## src/rtl/output_pkg.sv

```systemverilog
// Shared types and constants for the output serializer and its chunk mux.
package output_pkg;

  localparam int DATA_W     = 12;                // sample width per axis
  localparam int CHUNK_W    = 2;                 // pad-bus width per axis
  localparam int NCHUNK     = DATA_W / CHUNK_W;  // chunks per sample
  localparam int CNT_W      = $clog2(NCHUNK);    // chunk index width
  localparam int TERM_DEPTH = 7;                 // output terminal pipeline depth

  typedef enum logic [1:0] {
    IDLE  = 2'd0,
    START = 2'd1,
    SHIFT = 2'd2,
    WAIT  = 2'd3
  } state_t;

endpackage

```

## src/rtl/ser_chunk_mux.sv

```systemverilog
// Combinational selection of one CHUNK_W slice of a sample by chunk index.
// Indices past the last chunk select zero.
module ser_chunk_mux #(
  parameter int DATA_W  = 12,
  parameter int CHUNK_W = 2,
  parameter int IDX_W   = 3
) (
  input  logic [DATA_W-1:0]  i_data,
  input  logic [IDX_W-1:0]   i_idx,
  output logic [CHUNK_W-1:0] o_chunk
);

  localparam int N_SLICES = DATA_W / CHUNK_W;

  logic [CHUNK_W-1:0] w_slices [N_SLICES];

  genvar gi;
  generate
    for (gi = 0; gi < N_SLICES; gi++) begin : g_slice
      assign w_slices[gi] = i_data[gi*CHUNK_W +: CHUNK_W];
    end
  endgenerate

  // Pick the indexed slice, zero when out of range.
  always_comb begin
    o_chunk = '0;
    if (int'(i_idx) < N_SLICES) begin
      o_chunk = w_slices[i_idx];
    end
  end

endmodule

```

## src/rtl/output_serializer.sv

```systemverilog
// Output serializer: latches an X/Y/IS sample from the NCO core and streams
// it to the output terminal LSB-first, CHUNK_W bits per axis per cycle,
// framed by a one-cycle Rdy pulse and closed by the terminal's Vld strobe.
// Optional: define OUTPUT_SERIALIZER_SKID_EN to add a one-entry skid buffer
// so the next sample is taken while a frame is in flight.
module output_serializer
  import output_pkg::*;
#(
  parameter int DATA_W  = output_pkg::DATA_W,
  parameter int CHUNK_W = output_pkg::CHUNK_W
) (
  input  logic               clk,
  input  logic               rst_n,
  input  logic [DATA_W-1:0]  Xs,
  input  logic [DATA_W-1:0]  Ys,
  input  logic               ISs,
  input  logic               s_vld,
  output logic               s_rdy,
  output logic               Rdy,
  output logic [CHUNK_W-1:0] Xout,
  output logic [CHUNK_W-1:0] Yout,
  output logic               ISout,
  input  logic               Vld,
  output logic               err
);

  localparam int N_CHUNKS = DATA_W / CHUNK_W;
  localparam int C_W      = (N_CHUNKS > 1) ? $clog2(N_CHUNKS) : 1;

  state_t             r_state, w_state_next;
  logic [C_W-1:0]     r_cnt, w_cnt_next;
  logic [DATA_W-1:0]  r_x, r_y;
  logic               r_is;
  logic               r_rdy;
  logic               r_err;
  logic               r_live;     // low through reset, keeps s_rdy off
  logic               w_hs;
  logic               w_load_in;
  logic               w_load_skid;
  logic               w_err_set;
  logic               w_skid_vld;
  logic [DATA_W-1:0]  w_skid_x, w_skid_y;
  logic               w_skid_is;
  logic [CHUNK_W-1:0] w_x_chunk, w_y_chunk;

  assign w_hs = s_vld && s_rdy;

`ifdef OUTPUT_SERIALIZER_SKID_EN
  logic              r_skid_vld;
  logic [DATA_W-1:0] r_skid_x, r_skid_y;
  logic              r_skid_is;

  // Park a sample accepted mid-frame; release it when the FSM restarts.
  always_ff @(posedge clk) begin
    if (!rst_n) begin
      r_skid_vld <= 1'b0;
      r_skid_x   <= '0;
      r_skid_y   <= '0;
      r_skid_is  <= 1'b0;
    end else if (w_load_skid) begin
      r_skid_vld <= 1'b0;
    end else if (w_hs && !w_load_in) begin
      r_skid_vld <= 1'b1;
      r_skid_x   <= Xs;
      r_skid_y   <= Ys;
      r_skid_is  <= ISs;
    end
  end

  assign s_rdy      = r_live && !r_skid_vld;
  assign w_skid_vld = r_skid_vld;
  assign w_skid_x   = r_skid_x;
  assign w_skid_y   = r_skid_y;
  assign w_skid_is  = r_skid_is;
`else
  assign s_rdy      = r_live && (r_state == IDLE);
  assign w_skid_vld = 1'b0;
  assign w_skid_x   = '0;
  assign w_skid_y   = '0;
  assign w_skid_is  = 1'b0;
`endif

  // Next state: WAIT always lasts one cycle and behaves like IDLE when
  // deciding whether a new frame can start immediately.
  always_comb begin
    w_state_next = r_state;
    w_cnt_next   = r_cnt;
    w_load_in    = 1'b0;
    w_load_skid  = 1'b0;
    case (r_state)
      IDLE, WAIT: begin
        w_state_next = IDLE;
        if (w_skid_vld) begin
          w_load_skid  = 1'b1;
          w_state_next = START;
        end else if (w_hs) begin
          w_load_in    = 1'b1;
          w_state_next = START;
        end
      end
      START: begin
        w_state_next = SHIFT;
        w_cnt_next   = '0;
      end
      SHIFT: begin
        if (r_cnt == C_W'(N_CHUNKS - 1)) begin
          w_state_next = WAIT;
        end else begin
          w_cnt_next = r_cnt + C_W'(1);
        end
      end
      default: w_state_next = IDLE;
    endcase
  end

  // Vld is expected exactly in WAIT; anything else is a protocol error.
  assign w_err_set = (r_state == WAIT) ? !Vld : Vld;

  // State, counter, sample latch, frame-start pulse and sticky error.
  always_ff @(posedge clk) begin
    if (!rst_n) begin
      r_state <= IDLE;
      r_cnt   <= '0;
      r_x     <= '0;
      r_y     <= '0;
      r_is    <= 1'b0;
      r_rdy   <= 1'b0;
      r_err   <= 1'b0;
      r_live  <= 1'b0;
    end else begin
      r_state <= w_state_next;
      r_cnt   <= w_cnt_next;
      r_rdy   <= (w_state_next == START);
      r_err   <= r_err | w_err_set;
      r_live  <= 1'b1;
      if (w_load_skid) begin
        r_x  <= w_skid_x;
        r_y  <= w_skid_y;
        r_is <= w_skid_is;
      end else if (w_load_in) begin
        r_x  <= Xs;
        r_y  <= Ys;
        r_is <= ISs;
      end
    end
  end

  ser_chunk_mux #(
    .DATA_W  (DATA_W),
    .CHUNK_W (CHUNK_W),
    .IDX_W   (C_W)
  ) u_mux_x (
    .i_data  (r_x),
    .i_idx   (r_cnt),
    .o_chunk (w_x_chunk)
  );

  ser_chunk_mux #(
    .DATA_W  (DATA_W),
    .CHUNK_W (CHUNK_W),
    .IDX_W   (C_W)
  ) u_mux_y (
    .i_data  (r_y),
    .i_idx   (r_cnt),
    .o_chunk (w_y_chunk)
  );

  assign Rdy   = r_rdy;
  assign Xout  = (r_state == SHIFT) ? w_x_chunk : '0;
  assign Yout  = (r_state == SHIFT) ? w_y_chunk : '0;
  assign ISout = r_is && (r_state != IDLE);
  assign err   = r_err;

endmodule

```

## config.mk

```make
export PLATFORM = sky130hd
export DESIGN_NAME = output_serializer
export DESIGN_NICKNAME = d
export VERILOG_FILES = /design/src/rtl/output_pkg.sv /design/src/rtl/ser_chunk_mux.sv /design/src/rtl/output_serializer.sv
export SDC_FILE = /design/constraint.sdc
export NUM_CORES = 1
export LEC_CHECK = 0
export ABC_CLOCK_PERIOD_IN_PS = 1900
export CAP_MARGIN = 20
export CORE_UTILIZATION = 30
export DETAILED_ROUTE_END_ITERATION = 12
export MAX_ROUTING_LAYER = met4
export SKIP_LAST_GASP = 1
export SYNTH_ARGS = -nofsm -noshare
export SYNTH_HDL_FRONTEND = slang
export SYNTH_SLANG_ARGS = --single-unit
```

## constraint.sdc

```tcl
create_clock -name clk -period 1.9 [get_ports clk]
set_input_delay 0.285 -clock clk [delete_from_list [all_inputs] [get_ports clk]]
set_output_delay 0.285 -clock clk [all_outputs]
set_load 0.005 [all_outputs]
```

==> impl_metrics.py <==
metrics = {
    "status": {
        "run_status": "finished, violations left",
        "violations_in_the_final_reports": "negative setup slack",
    },
    "place": {
        "dpl_worst_slack_ps": -122,
        "post-dp-hpwl_um": 2430,
        "port-buffer-count": 36,
        "placed_cell_area_sq_mm": 0.00205,
        "place.gp.congestion": 0.741,
    },
    "detailed_routing": {
        "drt_pass1_iterations": 4,
        "wl_met3_um": 187,
        "dr_wl_cell_um": 11.0,
        "drc_errors": 0,
        "drtAntennaViolNets": 0,
        "wl_met1_um": 1470,
        "wl_um": 3170,
        "amount_of_wire_on_met2_after_detailed_routing_um": 1460,
        "topRoutingLayerUsed": "met4",
        "avgViaCountPerCell": 4.39,
        "detail_route.iter0.violations": 37,
        "detailroute.via_count": 1265,
    },
    "synthesis": {
        "synth.yosys.seq_area_share": 0.429,
        "synth_top_flop_cell": "dfxtp_1",
        "synth_top_cell_by_area": "dfxtp_1",
        "yosys.cell_types.count": 23,
        "yosys_warnings": 0,
        "netlist_instances": 175,
        "post_synth_main_area_contributors": "dfxtp_1, nand2_1, a21boi_0",
        "synthMostInstantiatedCell": "nand2_1",
        "synth.avg_cell_area_sq_um": 8.81,
        "synth-edff-count": 0,
        "syn-num-nets": 210,
        "synthesis_stage_register_bit_count": 33,
        "syn-cell-area_sq_mm": 0.00154,
        "ys_async_sr_fraction": 0,
        "synth.cells.most_frequent": "nand2_1, dfxtp_1, a21boi_0",
        "fraction_of_post_synthesis_cell_area_in_the_top_cell_type_by_area": 0.429,
    },
    "grt": {
        "overflow": 0,
        "vias_in_the_first_global_route": 1274,
        "grt_use_total": 0.137,
        "grt_antenna_before_repair": 0,
        "grt_start_max_net_pins": 17,
        "grt_first_pass_wirelength_um": 5450,
    },
    "sta": {
        "finalClockSkew_ps": 4.42,
        "worst_hold_slack_ps": 458,
        "fin_crit_ps": 1970,
        "slew_headroom": 0.830,
        "hold_viol_final": 0,
        "fmax_mhz": 507,
        "finalSetupViolCount": 4,
        "layout_worst_path_cycle_share": 1.04,
        "tightestPinTransition_ps": 255,
        "rsz_0062_raised_after_global_routing": "true",
        "final.setup.worst_slack_ps": -71.4,
        "maxSlewViolCount": 0,
    },
    "setup_path": {
        "crit_path_max_fanout": 4,
        "critPathKind": "flip-flop to output port",
        "critPathArrivalTime_ps": 1690,
        "crit_path_start": "r_cnt[0]",
        "critPathMaxStageDelay_ps": 480,
        "ff2ff_setup_slack_ps": 400,
        "launching_element_type_of_the_critical_path": "flip-flop",
        "worst_r2r_path_depth": 6,
        "worstPathRequired_ps": 1620,
        "crit_path_end_kind": "output port",
        "cp_cell_sequence": "buf_12, mux4_2, and2_4, o21a_1, buf_2",
        "timing.rr.start": "r_state[0]",
        "critical_path.reg2reg.endpoint": "r_y[5]",
        "critical-path-slowest-cell": "mux4_2",
    },
    "power": {
        "internal_power_mw": 1.17,
        "power.switching_fraction": 0.226,
        "totalPowerFinal_mw": 1.51,
        "combinationalPowerShare": 0.162,
        "power_share_of_the_sequential_group": 0.499,
        "share_clk_of_total_power": 0.339,
        "leakage_nw": 0.788,
        "net-switching-power_uw": 341,
        "power-per-cell-area_mw_per_mm2": 706,
        "ir_drop_v": 0.000346,
    },
    "layout": {
        "num-nets-final": 256,
        "area_delta_synth_final_pct": 38.5,
        "insertedDiodeCount": 0,
        "stdcell_area_sq_mm": 0.00213,
        "final_util": 0.440,
        "layout-drive-gt1-share": 0.158,
    },
    "clock_tree": {
        "clockBufferDepth": 2,
        "post_cts.repair.setup_buffers": 0,
        "cts_htree_levels": 2,
        "cts-hold-fix-buffers": 0,
        "worst_setup_hold_path_clk_slew_ps": 60,
        "cts_tree": "done",
        "cts_buffers": 5,
        "clock-sinks": 33,
        "worstSkewPairLatency_ps": 270,
        "clockRootBuffer": "clkbuf_8",
    },
    "worst_hold_path": {
        "min-delay-path-class": "flip-flop to flip-flop",
        "min_from": "r_is",
        "hold_path_cells": 2,
        "hold_path_end": "r_is",
    },
    "floorplan": {
        "placeableCoreArea_sq_mm": 0.00485,
        "initial_core_util": 0.318,
        "dieArea_sq_mm": 0.00543,
        "die_height_um": 73.7,
        "std_cell_rows": 25,
        "die_w_um": 73.7,
        "io-pin-count": 37,
    },
    "run": {
        "maxCapViolCount": 0,
    },
}
## through the flow
stage	setup TNS (ps)	std cells
after floorplan	0	175
after global placement	-425	281
after detailed placement	-462	281
after CTS	-255	288
after global routing	-396	288
final	-181	288
## critical path, delay by kind of cell (launching register included)
kind / cells / cell delay (ps)
flip-flops: 1 / 360
multiplexers: 1 / 480
AO/OA/AOI/OAI: 1 / 170
AND/OR/NAND/NOR: 1 / 160
buffers and inverters: 2 / 240
## cell families (layout without fill, tap and decap cells)
group / after synthesis / after routing / share of synthesized area
flops: 33 / 33 / 0.429
xor+xnor: 1 / 1 / 0.00568
mux: 8 / 8 / 0.0844
compound gates: 38 / 38 / 0.175
simple gates: 74 / 74 / 0.213
buf+inv: 15 / 61 / 0.0446
fa+ha+maj: 6 / 6 / 0.0487
## placed cells by master, fill, tap and decap left out, types with 5 or more instances in the layout
| cell type | Yosys | routed |
|---|---|---|
| ha_1 | 6 | 5 |
| clkbuf_8 | 0 | 6 |
| dfxtp_1 | 33 | 31 |
| nand2_1 | 53 | 53 |
| buf_4 | 0 | 12 |
| nor2_1 | 5 | 5 |
| a21boi_0 | 26 | 26 |
| o21a_1 | 5 | 5 |
| clkdlybuf4s50_1 | 0 | 32 |
## power by group through the flow
stage | combinational (mW) | sequential (mW) | clock [mW]
finish | 0.244 | 0.751 | 0.511
global route | 0.275 | 0.756 | 0.556
CTS | 0.247 | 0.751 | 0.537
detailed placement | 0.243 | 0.766 | 0
global placement | 0.241 | 0.765 | 0
floorplan | 0.122 | 0.760 | 0
## worst max-delay path by stage
stage | endpoint | slack (ps) | cells past startpoint
floorplan | Xout[0] | 300 | 4
global route | Yout[1] | -130 | 5
global placement | Yout[1] | -110 | 5
finish | Yout[1] | -70 | 5
CTS | Yout[1] | -90 | 5
detailed placement | Yout[1] | -120 | 5
## sequential cells by signal (all words and copies together), names as in the netlist
signal / cells
r_cnt: 3
r_is: 1
Rdy: 1
r_y: 12
err: 1
r_live: 1
r_state: 2
r_x: 12
## layout make-up
type                    instances  area [sq um]
clock buffers                   7          86.3
fillers                       490          2710
inverters                       4          15.0
multi-input cells             127           825
flip-flops and latches         33           663
well taps                      67          83.8
repair buffers                 50           462
## routing by layer
metal	GRT usage	vias to the layer above
met4	0.0449	0
met5	-	-
met1	0.154	564
met2	0.227	27
met3	0.0466	5
li1	-	669
## timing repair
item	4_1_cts	5_1_grt
setup endpoints to repair	5	6
gates resized for setup	21	3
pin swaps	2	0
Power figures use the tool's default switching activity.
